--- config.mk ---
export PLATFORM = sky130hd
export DESIGN_NAME = hilo_md_sequencer
export DESIGN_NICKNAME = d
export VERILOG_FILES = /design/src/rtl/hilo_md_sequencer.sv
export SDC_FILE = /design/constraint.sdc
export NUM_CORES = 2
export LEC_CHECK = 0
export CORE_MARGIN = 2
export CORE_UTILIZATION = 33
export DETAILED_ROUTE_END_ITERATION = 10
export PLACE_DENSITY = 0.6
export SLEW_MARGIN = 40
export SYNTH_ARGS = -nofsm -noshare
export SYNTH_HDL_FRONTEND = slang
export SYNTH_SLANG_ARGS = --single-unit
--- constraint.sdc ---
create_clock -name clk -period 15.8 [get_ports clk]
set_input_delay 3.16 -clock clk [delete_from_list [all_inputs] [get_ports clk]]
set_output_delay 3.16 -clock clk [all_outputs]
set_load 0.1 [all_outputs]
--- src/rtl/hilo_md_sequencer.sv ---
// HI/LO multiply/divide sequencer: registered-operand multiplier and 32-step restoring divider.
// Optional MD_DIV_ZERO_FAST_EN: divide-by-zero skips the divider and completes one cycle after start.
module hilo_md_sequencer #(
    parameter int MUL_LAT  = 2,
    parameter int DIV_ITER = 32
) (
    input  logic        clk,
    input  logic        resetn,
    input  logic        start,
    input  logic [1:0]  op,
    input  logic [31:0] src_a,
    input  logic [31:0] src_b,
    input  logic        flush,
    output logic        stall,
    output logic        busy,
    output logic        hilo_we,
    output logic [31:0] hi_out,
    output logic [31:0] lo_out,
    output logic [1:0]  dbg_state
);

    typedef enum logic [1:0] {
        S_IDLE = 2'd0,
        S_MUL  = 2'd1,
        S_DIV  = 2'd2,
        S_DONE = 2'd3
    } state_t;

    localparam logic [5:0] MUL_LAST = 6'(MUL_LAT - 1);
    localparam logic [5:0] DIV_LAST = 6'(DIV_ITER - 1);

    state_t      r_state;
    logic [1:0]  r_op;
    logic [31:0] r_a;
    logic [31:0] r_b;
    logic [5:0]  r_cnt;
    logic [31:0] r_rem;
    logic [31:0] r_quot;
    logic [31:0] r_bmag;
    logic        r_sa;
    logic        r_sb;

    logic        w_accept;
    logic        w_in_sa;
    logic        w_in_sb;
    logic [31:0] w_in_amag;
    logic [31:0] w_in_bmag;
    logic [63:0] w_ext_a;
    logic [63:0] w_ext_b;
    logic [63:0] w_prod;
    logic [32:0] w_rem_sh;
    logic [32:0] w_rem_sub;
    logic        w_ge;
    logic [31:0] w_rem_nx;
    logic [31:0] w_quot_nx;
    logic [31:0] w_q_fix;
    logic [31:0] w_r_fix;

    // Valid/ready: start is the request; stall acts as "not ready" back to the pipeline,
    // and hilo_we is the single-cycle completion strobe (suppressed by flush in that cycle).
    assign w_accept  = (r_state == S_IDLE) && start && !flush;
    assign stall     = w_accept || (r_state == S_MUL) || (r_state == S_DIV);
    assign busy      = (r_state != S_IDLE);
    assign hilo_we   = (r_state == S_DONE) && !flush;
    assign dbg_state = r_state;

    // Signed operand magnitudes; 0x80000000 maps to itself, which is correct as unsigned.
    assign w_in_sa   = !op[0] && src_a[31];
    assign w_in_sb   = !op[0] && src_b[31];
    assign w_in_amag = w_in_sa ? -src_a : src_a;
    assign w_in_bmag = w_in_sb ? -src_b : src_b;

    // Low 64 bits of a 64x64 product equal the signed product of sign-extended 32-bit operands.
    assign w_ext_a = {{32{!r_op[0] && r_a[31]}}, r_a};
    assign w_ext_b = {{32{!r_op[0] && r_b[31]}}, r_b};
    assign w_prod  = w_ext_a * w_ext_b;

    // One restoring step; the shifted remainder needs 33 bits before the compare.
    assign w_rem_sh  = {r_rem, r_quot[31]};
    assign w_rem_sub = w_rem_sh - {1'b0, r_bmag};
    assign w_ge      = (w_rem_sh >= {1'b0, r_bmag});
    assign w_rem_nx  = w_ge ? w_rem_sub[31:0] : w_rem_sh[31:0];
    assign w_quot_nx = {r_quot[30:0], w_ge};
    assign w_q_fix   = (r_sa ^ r_sb) ? -w_quot_nx : w_quot_nx;
    assign w_r_fix   = r_sa ? -w_rem_nx : w_rem_nx;

    always_ff @(posedge clk or negedge resetn) begin
        if (!resetn) begin
            r_state <= S_IDLE;
            r_op    <= 2'd0;
            r_a     <= 32'd0;
            r_b     <= 32'd0;
            r_cnt   <= 6'd0;
            r_rem   <= 32'd0;
            r_quot  <= 32'd0;
            r_bmag  <= 32'd0;
            r_sa    <= 1'b0;
            r_sb    <= 1'b0;
            hi_out  <= 32'd0;
            lo_out  <= 32'd0;
        end else begin
            case (r_state)
                S_IDLE: begin
                    if (w_accept) begin
                        r_op    <= op;
                        r_a     <= src_a;
                        r_b     <= src_b;
                        r_cnt   <= 6'd0;
                        r_sa    <= w_in_sa;
                        r_sb    <= w_in_sb;
                        r_bmag  <= w_in_bmag;
                        r_rem   <= 32'd0;
                        r_quot  <= w_in_amag;
                        r_state <= op[1] ? S_DIV : S_MUL;
`ifdef MD_DIV_ZERO_FAST_EN
                        if (op[1] && (src_b == 32'd0)) begin
                            hi_out  <= src_a;
                            lo_out  <= w_in_sa ? 32'h0000_0001 : 32'hFFFF_FFFF;
                            r_state <= S_DONE;
                        end
`endif
                    end
                end
                S_MUL: begin
                    if (flush) begin
                        r_state <= S_IDLE;
                    end else if (r_cnt == MUL_LAST) begin
                        hi_out  <= w_prod[63:32];
                        lo_out  <= w_prod[31:0];
                        r_state <= S_DONE;
                    end else begin
                        r_cnt <= r_cnt + 6'd1;
                    end
                end
                S_DIV: begin
                    if (flush) begin
                        r_state <= S_IDLE;
                    end else begin
                        r_rem  <= w_rem_nx;
                        r_quot <= w_quot_nx;
                        r_cnt  <= r_cnt + 6'd1;
                        if (r_cnt == DIV_LAST) begin
                            hi_out  <= w_r_fix;
                            lo_out  <= w_q_fix;
                            r_state <= S_DONE;
                        end
                    end
                end
                S_DONE: begin
                    r_state <= S_IDLE;
                end
                default: begin
                    r_state <= S_IDLE;
                end
            endcase
        end
    end

endmodule

==> results.yml <==
run_status:
  status: "finished clean"
die:
  io_pins: 139
  coreArea_sq_um: 160400
  die_area_sq_um: 164500
  die_h_um: 405.6
  die_x_um: 405.6
  fp-row-count: 147
  initial_core_util_pct: 33.18
clocking:
  cts_buffer_depth: 3
  cts_root_buffer: "clkbuf_16"
  cts.sinks: 234
  cts_resized: 0
  postCtsSetupRepairBufs: 0
  holdBufCountCts: 0
  cts_max_level: 1
  cts_tree: "built"
  numCtsBuffers: 27
  clk_pin_slew_ps: 80
  clk-insertion-delay-late_ps: 610
setup_path:
  required_ps: 16330
  critPathTopFamily: "adder cells"
  cp_max_fo: 34
  criticalPathCategory: "reg -> reg"
  crit_buf_inv: 9
  rrSetupSlack_ps: 6180
  critPathMaxStageDelay_ps: 880
  path_common_cell: "fa_1"
  startpoint_type: "flop"
  setup.worst_path.end_class: "flop"
  slowest_stage: "fa_1"
  arrival_ps: 10150
timing:
  rsz0062_at_grt: "false"
  period_share_pct: 60.91
  setup_viol: 0
  max_freq_mhz: 103.9
  slew_headroom_pct: 40.55
  setup_tns_ps: 0
  layout_min_cycle_time_ps: 9624
  worst_pin_slew_ps: 891.7
  hold_viol_final: 0
  drv_slew: 0
  holdWs_ps: 475.0
  setup_ws_ps: 6176
  clock_skew_ps: 32.95
place:
  hpwl_um: 128000
  dpl_worst_slack_ps: 6395
  io_buffers: 138
  place_congestion: 0.9474
worst_hold_path:
  hp-class: "reg -> reg"
routing:
  first_pass_iters: 5
  via_per_inst: 5.077
  vias: 41650
  drc_errors: 0
  routed_wl_um: 164000
  ant_nets: 0
  drtIter0Drc: 3177
  wl_per_cell_um: 19.99
grt:
  overflow: 0
  grt_pass1_vias: 43750
  grt_pass1_wl_um: 256900
  grt_max_degree: 96
  antenna_found_initial: 7
  grt_util_all_layers_pct: 20.23
synth:
  synth-edff-count: 0
  synth_compound_area_share_pct: 9.126
  syn_inst: 6096
  synth_nets: 7548
  yosys_most_used_dff: "dfrtp_1"
  synthSimpleGateAreaFrac_pct: 16.94
  synth.yosys.seq_area_share_pct: 11.00
  synth_cell_types: 89
  async_flop_share_pct: 100.0
  yosysWarnings: 0
  synth_seq_cells: 234
  muxShareOfSynthArea_pct: 0.7170
  synth.avg_cell_area_sq_um: 8.730
  synthAdderAreaFrac_pct: 48.37
  synth_top_family_by_area: "adder cells"
  synth-xor-area-share_pct: 3.077
  syn_area_sq_um: 53220
final_layout:
  synthToLayoutAreaGrowth_pct: 7.878
  fill_cells: 16600
  nNetsFinal: 7471
  drive_gt1_share_pct: 4.703
job:
  cap_viol_max_count: 0
-- per-layer routing --
layer / part of all wire (%) / global-route usage (%) / vias to the layer above / wire, um
met5: 0.0043 / 0 / - / 7
met4: 3.8 / 6.483 / 2 / 6170
met3: 6.4 / 2.733 / 304 / 10540
met2: 49 / 34.43 / 1403 / 80460
met1: 41 / 26.53 / 21560 / 66820
li1: - / - / 18380 / -
-- worst min-delay path: stages (launching register included) --
cell and delay (ps):
dfrtp_1 340, nand2_1 50, nand2_1 50
-- state kept, by name, indices dropped and copies added (netlist names) --
name and count:
r_sa 1, lo_out 32, r_bmag 31, r_op 1
dbg_state 2, r_cnt 6, r_sb 1, r_a 32
r_rem 32, r_b 32, r_quot 32, hi_out 32
-- path summary, 6_finish.rpt --
path	start	end	depth (start not counted)
max	r_a[31]$_DFFE_PN0P_	hi_out[28]$_DFFE_PN0P_	29
max reg2reg	r_a[31]$_DFFE_PN0P_	hi_out[28]$_DFFE_PN0P_	29
min	lo_out[30]$_DFFE_PN0P_	lo_out[30]$_DFFE_PN0P_	2
min reg2reg	lo_out[30]$_DFFE_PN0P_	lo_out[30]$_DFFE_PN0P_	2
min in group asynchronous	resetn	r_op[0]$_DFFE_PN0P_	1
max in group asynchronous	resetn	r_quot[2]$_DFFE_PN0P_	4
-- cells in the mapped netlist, types with 7 or more instances --
cell	count	share of area, %
a2111oi_0	10	0.16
nor2b_1	14	0.16
a211oi_1	24	0.34
o31a_1	9	0.15
buf_1	10	0.071
buf_2	13	0.12
o22ai_1	9	0.11
nand2b_1	30	0.35
dfrtp_1	234	11
nand2_1	1117	7.9
inv_1	1182	8.3
a31oi_1	29	0.34
nor3_1	47	0.44
o31ai_1	28	0.39
nand3_1	37	0.35
o21ai_1	9	0.085
fa_1	1126	42
xor2_1	80	1.3
a21o_1	55	0.78
clkbuf_1	311	2.2
nand4_1	18	0.21
mux2i_1	28	0.53
or4_1	12	0.17
a311oi_1	8	0.13
o21bai_1	15	0.21
a22o_1	9	0.15
a21oi_1	200	1.9
and3_1	20	0.24
and2_1	381	4.5
o211ai_1	8	0.11
o21ai_0	251	2.4
o41ai_1	11	0.18
or3_1	27	0.32
ha_1	256	6.0
nor4_1	19	0.22
nor2_1	187	1.3
xnor2_1	107	1.8
or2_2	21	0.25
o21a_1	18	0.25
mux2_2	9	0.19
a22oi_1	7	0.099
-- cells by family (layout without fill, tap and decap cells) --
logic type	count (synthesis)	after routing
and+or+nand+nor	1962	1962
buffers and inverters	1520	1463
adders and majority gates	1382	1382
AOI/OAI and AO/OA	774	774
DFF	234	234
xor gates and xnor gates	187	187
muxes	37	37
other	0	5
-- cell type report --
type                       count  area [sq um]  share of cell area (%)
inverter                    1184          4444                   7.741
clock inverter                13         141.4                  0.2463
clock buffer                  36         749.5                   1.305
timing repair buffer         230          1790                   3.119
multi-input combinational   4342         41690                   72.62
antenna                        5         12.51                 0.02179
tap                         2160          2703                   4.707
sequential                   234          5879                   10.24
-- through the flow --
step / cells / instance area (sq um) / utilization (%)
5_1_grt: 8204 / 57410 / 35.80
2_1_floorplan: 6096 / 53220 / -
3_3_place_gp: 8147 / 56750 / 35.38
6_report: 8204 / 57410 / 35.80
4_1_cts: 8197 / 57340 / 35.75
3_5_place_dp: 8148 / 56440 / 35.19
-- cells in the final DEF, fill, tap and decap left out, drive strengths merged, types with 162 or more instances in the layout --
cell type  netlist  layout
a21oi          203     203
and2           382     382
buf             24     162
dfrtp          234     234
fa            1126    1126
ha             256     256
inv           1183    1186
nand2         1117    1117
nor2           187     187
o21ai          260     260
Power is left out: the tool's default activity adds up to more than one toggle a clock period on the data nets, which glitch-free logic cannot reach.
